[config.mk]
export PLATFORM = sky130hd
export DESIGN_NAME = alu_seq_ctrl
export DESIGN_NICKNAME = d
export VERILOG_FILES = /design/src/rtl/alu_seq_ctrl.sv
export SDC_FILE = /design/constraint.sdc
export NUM_CORES = 1
export LEC_CHECK = 0
export BUFFER_PORTS_ARGS = -buffer_cell sky130_fd_sc_hd__buf_2
export CORE_ASPECT_RATIO = 1.1
export CORE_UTILIZATION = 49
export CTS_CLUSTER_DIAMETER = 40
export DETAILED_ROUTE_END_ITERATION = 8
export GPL_ROUTABILITY_DRIVEN = 0
export GPL_TIMING_DRIVEN = 0
export MAX_ROUTING_LAYER = met4
export PLACE_DENSITY = 0.74
export SETUP_SLACK_MARGIN = 0.02
export SYNTH_ARGS = -nofsm -noshare
export SYNTH_HDL_FRONTEND = slang
export SYNTH_SLANG_ARGS = --single-unit
[constraint.sdc]
create_clock -name clk -period 2 [get_ports clk]
set_clock_uncertainty 0.1 [all_clocks]
set_input_delay 0.2 -clock clk [delete_from_list [all_inputs] [get_ports clk]]
set_output_delay 0.2 -clock clk [all_outputs]
set_load 0.1 [all_outputs]
[src/rtl/alu_seq_ctrl.sv]
// Sequencer that feeds an external combinational ALU: accepts an opcode and two operand
// beats, runs one ALU cycle (or eight shift-add cycles for MUL) and holds the result.
module alu_seq_ctrl (
  input  logic        clk,
  input  logic        rst_n,
  input  logic        ena,
  input  logic        cmd_valid,
  input  logic [2:0]  cmd_op,
  output logic        cmd_ready,
  input  logic [7:0]  data_in,
  input  logic        data_valid,
  output logic        data_ready,
  output logic [7:0]  alu_a,
  output logic [7:0]  alu_b,
  output logic [2:0]  alu_op,
  input  logic [7:0]  alu_y,
  input  logic        alu_co,
  output logic        res_valid,
  input  logic        res_ready,
  output logic [15:0] res_data,
  output logic        res_carry,
  output logic        res_zero,
  output logic        res_err
);

  localparam logic [2:0] OP_ADD = 3'd0;
  localparam logic [2:0] OP_MUL = 3'd5;

  typedef enum logic [2:0] {IDLE, GET_A, GET_B, EXEC, RESP} state_t;

  state_t      state;
  logic [2:0]  op;
  logic [7:0]  opa;
  logic [7:0]  opb;     // operand B; doubles as the low product half during MUL
  logic [7:0]  hi;
  logic [2:0]  cnt;
  logic        armed;   // set once ena has been sampled after reset
  logic [15:0] mul_next;

  assign cmd_ready  = armed && ena && (state == IDLE);
  assign data_ready = ena && ((state == GET_A) || (state == GET_B));
  assign mul_next   = {alu_co, alu_y, opb[7:1]};

  always_comb begin
    alu_a  = 8'h00;
    alu_b  = 8'h00;
    alu_op = 3'd0;
    if (state == EXEC) begin
      if (op == OP_MUL) begin
        alu_a  = hi;
        alu_b  = opb[0] ? opa : 8'h00;
        alu_op = OP_ADD;
      end else begin
        alu_a  = opa;
        alu_b  = opb;
        alu_op = op;
      end
    end
  end

  always_ff @(posedge clk or negedge rst_n) begin
    if (!rst_n) begin
      state     <= IDLE;
      op        <= 3'd0;
      opa       <= 8'h00;
      opb       <= 8'h00;
      hi        <= 8'h00;
      cnt       <= 3'd0;
      armed     <= 1'b0;
      res_valid <= 1'b0;
      res_data  <= 16'h0000;
      res_carry <= 1'b0;
      res_zero  <= 1'b0;
      res_err   <= 1'b0;
    end else if (ena) begin
      armed <= 1'b1;
      case (state)
        IDLE: begin
          if (cmd_valid && cmd_ready) begin
            op <= cmd_op;
            if (cmd_op <= OP_MUL) begin
              state <= GET_A;
            end else begin
              res_valid <= 1'b1;
              res_data  <= 16'h0000;
              res_carry <= 1'b0;
              res_zero  <= 1'b1;
              res_err   <= 1'b1;
              state     <= RESP;
            end
          end
        end
        GET_A: begin
          if (data_valid) begin
            opa   <= data_in;
            state <= GET_B;
          end
        end
        GET_B: begin
          if (data_valid) begin
            opb   <= data_in;
            hi    <= 8'h00;
            cnt   <= 3'd0;
            state <= EXEC;
          end
        end
        EXEC: begin
          if (op == OP_MUL) begin
            // {hi,lo} shifts right one bit per cycle with the ALU sum entering at the top
            {hi, opb} <= mul_next;
            cnt       <= cnt + 3'd1;
            if (cnt == 3'd7) begin
              res_valid <= 1'b1;
              res_data  <= mul_next;
              res_carry <= 1'b0;
              res_zero  <= (mul_next == 16'h0000);
              res_err   <= 1'b0;
              state     <= RESP;
            end
          end else begin
            res_valid <= 1'b1;
            res_data  <= {8'h00, alu_y};
            res_carry <= alu_co;
            res_zero  <= (alu_y == 8'h00);
            res_err   <= 1'b0;
            state     <= RESP;
          end
        end
        RESP: begin
          if (res_ready) begin
            res_valid <= 1'b0;
            state     <= IDLE;
          end
        end
        default: state <= IDLE;
      endcase
    end
  end

endmodule

# Word level (Yosys, flattened, before mapping)
# Cells that the tools add are included.
classes:
  addsub: 1
  n_mul: 0
  div_mod_pow: 0
  magnitude_cmp: 1
  eq_ne: 13
  shift: 0
  mux: 45
  n_bitwise: 0
  n_reduce_logical: 17
ops:
  columns: ["op", "n"]
  rows:
  - ["8-bit 2-to-1 mux", 9]
  - ["16-bit 2-to-1 mux", 4]
  - ["3-bit 2-to-1 mux", 11]
  - ["16-bit case mux with 2 select lines", 1]
  - ["8-bit case mux with 2 select lines", 2]
  - ["16-bit logical NOT", 1]
  - ["3-bit case mux with 5 select lines", 1]
  - ["1-bit 2-to-1 mux", 12]
  - ["6-bit AND reduction", 2]
  - ["3-bit == test, second input constant", 3]
  - ["8-bit logical NOT", 1]
  - ["2-bit != test, second input constant", 4]
  - ["3-bit by 2-bit == test with 1-bit output, second input constant", 2]
  - ["1-bit case mux with 2 select lines", 3]
  - ["3-bit case mux with 2 select lines", 1]
  - ["3-bit AND reduction", 2]
  - ["5-bit AND reduction", 1]
  - ["1-bit logical AND", 4]
  - ["2-bit by 1-bit != test with 1-bit output, second input constant", 2]
  - ["4-bit AND reduction", 1]
  - ["2-bit nonzero test", 2]
  - ["3-bit by 1-bit adder with 3-bit output, second input constant", 1]
  - ["3-bit by 1-bit == test with 1-bit output, second input constant", 1]
  - ["3-bit <= comparator, second input constant", 1]
  - ["other kinds (5)", 5]
totals:
  register_bits: 54
  latch_bits: 0
  mem_bits_rw: 0
  rom_bits: 0
  output_inout_bits: 41
  wordCells: 89
  mem_count: 0

# Logic depth before layout (Yosys ltp)
depth:
  depth_word: 5
  mapped_depth: 6
  depth_no_buf: 5

# Least setup slack after synthesis
# Ideal clock, no wire load.
synth_path:
  kind: "register to output"
  from: "register op[2]"
  to: "output port alu_op[0]"
  arrival_ps: 3092
  t_required_ps: 1700
  setup_slack_ps: -1392
  path_stages_with_launch: 6
  path_cell_list: "dfrtp_1 and3b_1 clkbuf_1 buf_4 buf_2 nor3_1"
synth_between:
  elab_chain_len: 3
synth_rtl:
  columns: ["element", "line", "rtl"]
  rows:
  - ["start: declaration", "32", "logic [2:0] op;"]
  - ["start signal: assignment", "80", "op <= cmd_op;"]
  - ["3-bit == test", "49", "if (op == OP_MUL) begin"]
  - ["3-bit 2-to-1 mux", "49", null]
  - ["3-bit 2-to-1 mux", "48", "if (state == EXEC) begin"]
  - ["end: declaration", "15", "output logic [2:0] alu_op,"]
# No other way between the ends.

# Worst setup path in the final report
layout_path:
  from: "register op[1]"
  to: "output port alu_b[1]"
layout_between:
  elab_chain_len: 3
layout_rtl:
  columns: ["element", "line", "rtl"]
  rows:
  - ["3-bit == test", "49", null]
  - ["8-bit 2-to-1 mux", "49", null]
  - ["8-bit 2-to-1 mux", "48", null]
  - ["end: declaration", "14", "output logic [7:0] alu_b,"]
# No other way between the ends.

==> impl_metrics.csv <==
group,metric,value,unit
setup_path,crit_chain,"and3b_2 -> buf_12 -> buf_6 -> nand3_2 -> a21oi_4 -> buf_12",
clock_tree,clkSinkCount,54,
power_and_ir_drop,comb_power_share,0.666,
clock_tree,cts-root-buf,"clkbuf_8",
cells_and_area,finalNetCount,435,
detailed_routing,finalWirelength,8790,µm
sta,tightest_slew,1.20,ns
synth,yosys.area_share.simple,0.208,
synth,synth_fa_ha_area_frac,0.00859,
power_and_ir_drop,pwr-share-clk,0.076,
detailed_routing,drt_iter0_drc,281,
die,core_area,5730,µm²
die,initial_core_util,0.508,
global_routing,grtUsageTotal,0.304,
synth,synth_top_family_by_area,"simple AND/OR/NAND/NOR gates",
clock_tree,clock_path_buffers,2,
power_and_ir_drop,power_density,1690,nW/µm²
cells_and_area,n_antenna_cell,0,
setup_path,criticalPathCategory,"flip-flop to output pin",
clock_tree,clkTransAtPathRegs,0.09,ns
sta,fmaxAchievable,0.481,GHz
synth,ys_types,43,
die,std_cell_rows,29,
die,dieArea,6250,µm²
detailed_routing,drc_errors,0,
detailed_routing,post_drt_wl_per_cell,18.2,µm
sta,maxSlewViolCount,0,
setup_path,cp_num_buf_inv,3,
job,cap_violations,0,
power_and_ir_drop,leakagePower,2.22,nW
synth,yosys_warnings,0,
min_path,hp-class,"input port to flip-flop",
sta,period_minus_slack,2.08,ns
power_and_ir_drop,power,0.00761,W
power_and_ir_drop,switching_share,0.530,
clock_tree,cts_tree,"done",
setup_path,worstPathRequired,1.70,ns
detailed_routing,via_count,2693,
cells_and_area,area_growth,55.0,%
synth,syn_inst,300,
setup_path,start_kind,"flip-flop",
clock_tree,h-tree-depth,2,
sta,setup_ws,-0.0803,ns
die,die_w,75.5,µm
global_routing,grt_pass1_vias,2761,
synth,ys_seq_elements,54,
synth,synth_compound_area_frac,0.107,
synth,synth_xor_area_frac,0.00301,
setup_path,slowest_stage,"dfrtp_1",
run_status,violations,"negative setup slack",
cells_and_area,layout_common_cells,"74 x nand2_1, 51 x dfrtp_1, 47 x buf_2",
cells_and_area,mostFrequentLayoutCell,"nand2_1",
setup_path,slowest_delay,0.40,ns
die,io_pins,67,
sta,rsz0062_at_grt,"true",
place,dp_slack,-0.177,ns
global_routing,grt_overflow,0,
cells_and_area,drive_gt1_frac,0.479,
synth,synth_edf_count,0,
synth,yosys-mux-area-fraction,0.153,
power_and_ir_drop,p_switching,0.00404,W
power_and_ir_drop,power.internal,0.00358,W
die,die_y,82.8,µm
power_and_ir_drop,pwr-share-seq,0.258,
sta,setup_viol,24,
setup_path,cp_max_fo,7,
global_routing,antenna_found_initial,0,
setup_path,crit_arrival,1.78,ns
setup_path,worst_path_most_repeated_cell,"buf_12",
setup_path,r2r_slack,-0.04,ns
synth,yosysSeqAreaShare,0.464,
sta,post-route-period-util,1.04,
synth,synth.avg_cell_area,9.71,µm²
clock_tree,cts_buffers,5,
place,post-place-cells,443,
power_and_ir_drop,max-vdd-ir-drop,1.12,mV
setup_path,end_kind,"output pin",
setup_path,cp_top_family,"buffers and inverters",
sta,hold_viol_final,0,
global_routing,grt_pass1_wl,13800,µm
detailed_routing,drt_pass1_iterations,4,
synth,syn_nets,328,
detailed_routing,avgViaCountPerCell,5.56,
sta,relSlewSlack,0.197,
synth,synth-async-reset-ratio,1.00,
clock_tree,insertion_delay,0.31,ns
place,place_hpwl,5250,µm
clock_tree,cts_hold_buf,0,
synth,netlist_area,2910,µm²
synth,synth_ff_type,"dfrtp_1",
detailed_routing,detail-route-antenna-nets,0,
run_status,status,"finished, violations left",
cells_and_area,final_cells,484,
global_routing,grt_max_degree,55,
place,io_buffers,66,
[power by group through the flow]
stage | Clock [W] | Sequential (W) | Combinational (W)
floorplan | 0 | 0.00300 | 0.00218
global placement | 0 | 0.00189 | 0.00390
detailed placement | 0 | 0.00192 | 0.00395
CTS | 0.000588 | 0.00189 | 0.00489
global route | 0.000628 | 0.00201 | 0.00529
finish | 0.000580 | 0.00197 | 0.00507
[area by class of cell]
class,count,area [µm²]
Fill cell,361,1220
Inverter,9,33.8
Sequential cell,54,1360
Buffer,16,209
Multi-Input combinational cell,218,1700
Clock buffer,7,76.3
Timing Repair Buffer,103,1040
Tap cell,77,96.3
[cells by family after synthesis]
kind of cell / count (synthesis)
AO/OA/AOI/OAI: 55
XOR/XNOR: 1
adder cells (fa/ha/maj): 2
buffers and inverters: 28
flip-flops: 54
multiplexers: 38
AND/OR/NAND/NOR: 122
[worst reg2reg max path: stages, from the launching register on]
cell      delay [ns]
dfrtp_1         0.40
buf_4           0.14
nand3b_4        0.17
buf_6           0.13
or3_4           0.35
nand4_4         0.11
buf_6           0.13
buf_12          0.11
mux2_4          0.29
[metal layers]
layer,up-vias,wire (µm),global-route usage
li1,1241,-,-
met1,1325,3560,0.381
met2,101,4540,0.481
met3,26,431,0.0522
met4,0,256,0.123
met5,-,0,-
[worst paths after layout]
check	endpoint	from	depth (start not counted)
setup / recovery	alu_b[1]	op[1]	6
min in group asynchronous	res_data[1]	rst_n	1
max in group asynchronous	op[0]	rst_n	1
hold reg to reg	res_valid	res_valid	1
hold / removal	op[0]	cmd_op[0]	2
setup reg to reg	res_data[4]	op[1]	8
[timing repair]
| item | 4_1_cts | 5_1_grt |
|---|---|---|
| setup endpoints to repair | 31 | 48 |
| pin swaps | 23 | 13 |
| gates resized for setup | 124 | 23 |
| endpoints found under the hold margin | 0 | 0 |
| setup buffers | 29 | 4 |
| cloned | 3 | 1 |
[cells in the mapped netlist, types with 2 or more instances]
| cell | number | share of area |
|---|---|---|
| and2_1 | 2 | 0.0043 |
| clkbuf_1 | 4 | 0.0052 |
| nor2b_1 | 2 | 0.0043 |
| dfrtp_1 | 54 | 0.46 |
| ha_1 | 2 | 0.0086 |
| nand2_1 | 81 | 0.10 |
| a21oi_1 | 25 | 0.043 |
| nor2_1 | 5 | 0.0064 |
| nand3_1 | 8 | 0.014 |
| and3b_1 | 2 | 0.0060 |
| nor4_1 | 4 | 0.0086 |
| nand3b_4 | 2 | 0.014 |
| mux2_2 | 12 | 0.046 |
| mux2_4 | 10 | 0.052 |
| buf_6 | 3 | 0.012 |
| inv_1 | 9 | 0.012 |
| nor3_1 | 2 | 0.0034 |
| o21ai_0 | 22 | 0.038 |
| buf_4 | 2 | 0.0052 |
| mux2i_1 | 16 | 0.055 |
| buf_2 | 8 | 0.014 |
| and2b_1 | 2 | 0.0052 |
| and3_1 | 3 | 0.0064 |
[metrics by stage]
stage                     hold WS [ns]  TNS, ns  area (µm²)  utilization
after floorplan                 -0.196  -0.0803        3130            -
after global placement           0.334    -1.93        3550        0.620
after detailed placement         0.337    -2.60        3550        0.620
after CTS                       0.0187    -1.21        4380        0.764
after global routing            0.0145    -2.30        4510        0.787
final                           0.0234   -0.878        4510        0.787
[state kept, by name (all words and copies together), names as in the netlist]
signal and flops:
res_data 16, hi 8, opa 8, opb 8
cnt 3, op 3, state 3, armed 1
res_carry 1, res_err 1, res_valid 1, res_zero 1
No activity file was read; power rests on OpenSTA's default activity.
